<file path="src/rtl/red_pitaya_pll_drp_pkg.sv">
// Shared types and constants for the PLLE2_ADV DRP master.
// The VFY states exist only when PLL_DRP_VERIFY_EN is defined.
package red_pitaya_pll_drp_pkg;

  typedef enum logic [3:0] {
    ST_IDLE,
    ST_RD,
    ST_RD_WAIT,
    ST_WR,
    ST_WR_WAIT,
`ifdef PLL_DRP_VERIFY_EN
    ST_VFY,
    ST_VFY_WAIT,
`endif
    ST_LOCK_WAIT,
    ST_RESP
  } drp_state_t;

  typedef enum logic [1:0] {
    ERR_OK      = 2'd0,
    ERR_DRDY_TO = 2'd1,
    ERR_LOCK_TO = 2'd2,
    ERR_VERIFY  = 2'd3
  } drp_err_t;

  localparam logic [6:0] CLKOUT0_REG1  = 7'h08;
  localparam logic [6:0] CLKOUT0_REG2  = 7'h09;
  localparam logic [6:0] CLKFBOUT_REG1 = 7'h14;
  localparam logic [6:0] DIVCLK        = 7'h16;
  localparam logic [6:0] LOCK_REG1     = 7'h18;
  localparam logic [6:0] POWER         = 7'h28;

  // Mask bit 1 keeps the bit read back from the PLL, 0 takes the new data bit.
  function automatic logic [15:0] drp_merge(input logic [15:0] old_word,
                                            input logic [15:0] mask,
                                            input logic [15:0] wdata);
    return (old_word & mask) | (wdata & ~mask);
  endfunction

endpackage

</file>
<file path="src/rtl/red_pitaya_pll_drp.sv">
// DRP master for PLLE2_ADV: read / read-modify-write cycles, PLL reset across write batches, lock wait.
// Define PLL_DRP_VERIFY_EN to re-read every written register and flag a readback mismatch.
module red_pitaya_pll_drp
  import red_pitaya_pll_drp_pkg::*;
#(
  parameter int DRDY_TO  = 64,
  parameter int LOCK_TO  = 100000,
  parameter int LOCK_CNT = 16
) (
  input  logic        clk,
  input  logic        rstn,
  input  logic        req_valid,
  output logic        req_ready,
  input  logic        req_we,
  input  logic        req_last,
  input  logic [6:0]  req_addr,
  input  logic [15:0] req_mask,
  input  logic [15:0] req_wdata,
  output logic        rsp_valid,
  output logic [15:0] rsp_rdata,
  output logic [1:0]  rsp_err,
  output logic        busy,
  output logic [6:0]  drp_daddr,
  output logic        drp_den,
  output logic        drp_dwe,
  output logic [15:0] drp_di,
  input  logic [15:0] drp_do,
  input  logic        drp_drdy,
  output logic        pll_rst,
  input  logic        pll_locked
);

  localparam int TMR_MAX = (LOCK_TO > DRDY_TO) ? LOCK_TO : DRDY_TO;
  localparam int TMR_W   = $clog2(TMR_MAX + 1);
  localparam int STB_W   = $clog2(LOCK_CNT + 1);

  localparam logic [TMR_W-1:0] DRDY_LIM = TMR_W'(DRDY_TO - 1);
  localparam logic [TMR_W-1:0] LOCK_LIM = TMR_W'(LOCK_TO - 1);
  localparam logic [STB_W-1:0] STB_LIM  = STB_W'(LOCK_CNT - 1);

  drp_state_t        state;
  logic [TMR_W-1:0]  tmr;
  logic [STB_W-1:0]  stb;
  logic [15:0]       lat_mask;
  logic [15:0]       lat_wdata;
  logic              lat_we;
  logic              lat_last;
  logic [15:0]       wr_word;

  // A batch in progress keeps busy high between requests while still accepting the next one.
  assign req_ready = (state == ST_IDLE);
  assign busy      = (state != ST_IDLE) || pll_rst;

  always_ff @(posedge clk or negedge rstn) begin
    if (!rstn) begin
      state     <= ST_IDLE;
      tmr       <= '0;
      stb       <= '0;
      lat_mask  <= '0;
      lat_wdata <= '0;
      lat_we    <= 1'b0;
      lat_last  <= 1'b0;
      wr_word   <= '0;
      rsp_valid <= 1'b0;
      rsp_rdata <= '0;
      rsp_err   <= ERR_OK;
      drp_daddr <= '0;
      drp_den   <= 1'b0;
      drp_dwe   <= 1'b0;
      drp_di    <= '0;
      pll_rst   <= 1'b0;
    end else begin
      drp_den   <= 1'b0;
      drp_dwe   <= 1'b0;
      rsp_valid <= 1'b0;
      case (state)
        ST_IDLE: begin
          if (req_valid) begin
            drp_daddr <= req_addr;
            lat_mask  <= req_mask;
            lat_wdata <= req_wdata;
            lat_we    <= req_we;
            lat_last  <= req_last;
            pll_rst   <= pll_rst | req_we;
            state     <= ST_RD;
          end
        end
        ST_RD: begin
          drp_den <= 1'b1;
          tmr     <= '0;
          state   <= ST_RD_WAIT;
        end
        ST_RD_WAIT: begin
          if (drp_drdy) begin
            rsp_rdata <= drp_do;
            wr_word   <= drp_merge(drp_do, lat_mask, lat_wdata);
            rsp_err   <= ERR_OK;
            state     <= lat_we ? ST_WR : ST_RESP;
          end else if (tmr == DRDY_LIM) begin
            rsp_err <= ERR_DRDY_TO;
            pll_rst <= 1'b0;
            state   <= ST_RESP;
          end else begin
            tmr <= tmr + 1'b1;
          end
        end
        ST_WR: begin
          drp_den <= 1'b1;
          drp_dwe <= 1'b1;
          drp_di  <= wr_word;
          tmr     <= '0;
          state   <= ST_WR_WAIT;
        end
        ST_WR_WAIT: begin
          if (drp_drdy) begin
`ifdef PLL_DRP_VERIFY_EN
            state <= ST_VFY;
`else
            if (lat_last) begin
              pll_rst <= 1'b0;
              tmr     <= '0;
              stb     <= '0;
              state   <= ST_LOCK_WAIT;
            end else begin
              rsp_err <= ERR_OK;
              state   <= ST_RESP;
            end
`endif
          end else if (tmr == DRDY_LIM) begin
            rsp_err <= ERR_DRDY_TO;
            pll_rst <= 1'b0;
            state   <= ST_RESP;
          end else begin
            tmr <= tmr + 1'b1;
          end
        end
`ifdef PLL_DRP_VERIFY_EN
        ST_VFY: begin
          drp_den <= 1'b1;
          tmr     <= '0;
          state   <= ST_VFY_WAIT;
        end
        ST_VFY_WAIT: begin
          if (drp_drdy) begin
            if (drp_do != wr_word) begin
              rsp_err <= ERR_VERIFY;
              pll_rst <= 1'b0;
              state   <= ST_RESP;
            end else if (lat_last) begin
              pll_rst <= 1'b0;
              tmr     <= '0;
              stb     <= '0;
              state   <= ST_LOCK_WAIT;
            end else begin
              rsp_err <= ERR_OK;
              state   <= ST_RESP;
            end
          end else if (tmr == DRDY_LIM) begin
            rsp_err <= ERR_DRDY_TO;
            pll_rst <= 1'b0;
            state   <= ST_RESP;
          end else begin
            tmr <= tmr + 1'b1;
          end
        end
`endif
        // Lock is accepted only after LOCK_CNT consecutive high samples.
        ST_LOCK_WAIT: begin
          if (pll_locked && (stb == STB_LIM)) begin
            rsp_err <= ERR_OK;
            state   <= ST_RESP;
          end else if (tmr == LOCK_LIM) begin
            rsp_err <= ERR_LOCK_TO;
            state   <= ST_RESP;
          end else begin
            tmr <= tmr + 1'b1;
            stb <= pll_locked ? stb + 1'b1 : '0;
          end
        end
        ST_RESP: begin
          rsp_valid <= 1'b1;
          state     <= ST_IDLE;
        end
        default: state <= ST_IDLE;
      endcase
    end
  end

endmodule

</file>
<file path="config.mk">
export PLATFORM = sky130hd
export DESIGN_NAME = red_pitaya_pll_drp
export DESIGN_NICKNAME = d
export VERILOG_FILES = /design/src/rtl/red_pitaya_pll_drp_pkg.sv /design/src/rtl/red_pitaya_pll_drp.sv
export SDC_FILE = /design/constraint.sdc
export NUM_CORES = 1
export LEC_CHECK = 0
export ABC_AREA = 1
export CORE_UTILIZATION = 52
export DETAILED_ROUTE_END_ITERATION = 12
export PLACE_DENSITY = 0.88
export REMOVE_ABC_BUFFERS = 1
export SYNTH_ARGS = -nofsm -noshare
export SYNTH_HDL_FRONTEND = slang
export SYNTH_SLANG_ARGS = --single-unit
</file>
<file path="constraint.sdc">
create_clock -name clk -period 2.2 [get_ports clk]
set_input_delay 0.44 -clock clk [delete_from_list [all_inputs] [get_ports clk]]
set_output_delay 0.44 -clock clk [all_outputs]
set_load 0.03 [all_outputs]
</file>
==> out/metrics.yaml <==
floorplanning:
  ioPinCount: 109
  die_h_um: 107
  die_x_um: 107
  coreArea_sq_um: 10800
  rows: 38
  start_util_pct: 53.3
  die_area_sq_um: 11500
layout:
  layout_commonest_cell: "nand2_1"
  antennaDiodeCount: 0
  multi_input_area_sq_um: 2270
  fillers: 762
  fin_util_pct: 70.9
  seqCellArea_sq_um: 3030
  drive_above_1_share_pct: 9.59
  layout_common_cells: "241 x nand2_1, 120 x dfrtp_1, 105 x clkdlybuf4s50_1"
  fin_area_sq_um: 7650
  syn_to_final_growth_pct: 33.0
  nets: 907
pwr:
  power_frac_clock_pct: 25.2
  switching_share_pct: 40.1
  irDropWorstVdd_v: 0.000781
  seq_power_share_pct: 36.4
  p_total_w: 0.0102
  p_comb_share_pct: 38.4
  leakagePower_nw: 3.73
  netSwitchingPower_w: 0.00408
  p_int_w: 0.00610
  power_density_nw_per_um2: 1330
sta:
  hold_viol_final: 0
  fin_skew_ns: 0.00870
  slew_headroom_pct: 35.7
  fmax_mhz: 473
  totalNegativeSetupSlack_ns: 0
  setup_viol: 0
  holdWs_ns: 0.477
  tightest_slew_ns: 0.964
  finalCritPeriodShare_pct: 96.1
  rsz0062_at_grt: "false"
  fin_crit_ns: 2.11
  drv_slew: 0
critical_path:
  cp-start-kind: "flip-flop"
  crit_required_ns: 1.76
  critPathMaxFanout: 4
  worstSetupEndpointType: "output pin"
  critPathKind: "reg2out"
  critPathArrivalTime_ns: 1.67
routing:
  drt_wl_total_mm: 14.8
  firstDrtPassIters: 6
  postRouteAntennaNets: 0
  drtIter0Drc: 332
  vias: 5275
  wl_per_cell_um: 14.9
  viasPerCell: 5.30
  post-route-drc-count: 0
clock_tree:
  cts.path.max_buffers: 2
  root_buffer: "clkbuf_8"
  cts_sinks: 121
  cts-buffers-inserted: 17
  clkTransAtPathRegs_ns: 0.06
  insertion_delay_ns: 0.52
  cts_tree: "yes"
  htreeDepth: 4
logic_synthesis:
  ys_ff_latch: 121
  syn_avg_cell_area_sq_um: 8.04
  synth.distinct_cells: 32
  syn-cell-area_sq_um: 5750
  yosysWarnings: 0
  synth-seq-area-share_pct: 52.6
  syn_inst: 716
placed_design:
  dp_hpwl_mm: 9.87
  port-buffer-count: 108
  placed_area_sq_um: 7100
  gp_congestion: 0.944
global_route:
  antenna_found_initial: 0
  grt_pass1_vias: 5402
  grt_max_degree: 49
  grt-ovfl-total: 0
  grt_pass1_wl_mm: 25.6
  grtUsageTotal_pct: 28.6
worst_hold_path:
  hp-class: "in2async"
flow_run:
  cap_viol_max_count: 0
status:
  status: "finished clean"
[metal layers]
| layer | share of wire (%) | global-route usage [%] | up-vias |
|---|---|---|---|
| met5 | 0 | 0 | - |
| met4 | 1.5 | 9.88 | 0 |
| met3 | 7.5 | 7.90 | 26 |
| met2 | 50 | 48.5 | 200 |
| met1 | 41 | 35.3 | 2513 |
| li1 | - | - | 2536 |
[power by group through the flow]
| stage | Combinational, W | Sequential (W) | Clock (W) |
|---|---|---|---|
| 2_1_floorplan | 0.00162 | 0.00433 | 0 |
| 3_3_place_gp | 0.00374 | 0.00366 | 0 |
| 3_5_place_dp | 0.00385 | 0.00369 | 0 |
| 4_1_cts | 0.00392 | 0.00369 | 0.00258 |
| 5_1_grt | 0.00432 | 0.00379 | 0.00270 |
| 6_report | 0.00391 | 0.00370 | 0.00257 |
[cell families (layout without fill, tap and decap cells)]
group,count (synthesis),count (layout),share of synthesized area [%]
other,1,1,0.0652
buffers and inverters,115,254,7.91
AOI/OAI and AO/OA,103,103,9.96
adders and majority gates,3,3,0.652
and+or+nand+nor,363,363,26.9
xor gates and xnor gates,1,1,0.152
muxes,9,9,1.76
DFF,121,121,52.6
[synth_stat cells, drive strengths merged]
cell type	instances	area [sq um]
nor2	46	211
nand4	14	87.6
inv	94	355
conb	1	3.75
buf	7	47.5
clkbuf	13	48.8
nand3	50	270
nor4	2	12.5
o21ai	76	384
nor3	3	15.0
nand2	246	936
o22ai	2	12.5
nand3b	1	7.51
o211ai	15	113
mux2	9	101
ha	3	37.5
dfrtp	121	3030
a21oi	9	56.3
or2	1	6.26
clkinv	1	3.75
o21bai	1	7.51
xor2	1	8.76
[sequential cells by signal, summed over array words and instances (netlist names)]
signal,flops
tmr,17
drp_di,16
lat_mask,16
lat_wdata,16
rsp_rdata,16
wr_word,16
drp_daddr,7
stb,5
state,4
rsp_err,2
drp_den,1
drp_dwe,1
lat_last,1
lat_we,1
pll_rst,1
rsp_valid,1
[metrics by stage]
stage	std cells	worst slack [ns]
2_1_floorplan	696	0.151
3_3_place_gp	962	0.215
3_5_place_dp	962	0.154
4_1_cts	995	0.0235
5_1_grt	995	0.0294
6_report	995	0.0852
[timing repair]
| item | 4_1_cts | 5_1_grt |
|---|---|---|
| endpoints found under the setup margin | 2 | 2 |
| cloned | 0 | 0 |
| endpoints found under the hold margin | 42 | 0 |
| setup buffers | 0 | 0 |
| gates resized for setup | 2 | 5 |
| hold buffers | 1 | 0 |
[worst paths after layout]
path | slack [ns] | to | depth (start not counted) | start
max | 0.09 | req_ready | 4 | state[3]$_DFFE_PN0P_
min | 0.48 | wr_word[14]$_DFFE_PN0P_ | 2 | rstn
max reg2reg | 0.27 | tmr[16]$_DFFE_PN0P_ | 12 | tmr[0]$_DFFE_PN0P_
min reg2reg | 0.48 | rsp_rdata[5]$_DFFE_PN0P_ | 2 | rsp_rdata[5]$_DFFE_PN0P_
max in group asynchronous | 1.12 | lat_mask[15]$_DFFE_PN0P_ | 3 | rstn
min in group clk | 0.48 | lat_wdata[11]$_DFFE_PN0P_ | 3 | req_wdata[11]
[area by class of cell]
cell class | count | share of cell area, %
sequential | 121 | 39.6
multi-input combinational | 480 | 29.7
timing repair buffer | 127 | 16.6
clock buffer | 17 | 5.41
inverter | 95 | 4.69
tap | 140 | 2.29
clock inverter | 15 | 1.72
[worst max-delay path, cell delays in order, from the launching register on]
cell             delay (ns)
dfrtp_2                0.45
nor2_4                 0.17
nand2_1                0.09
inv_1                  0.07
clkdlybuf4s15_1        0.36
No activity file was read; power rests on OpenSTA's default activity.
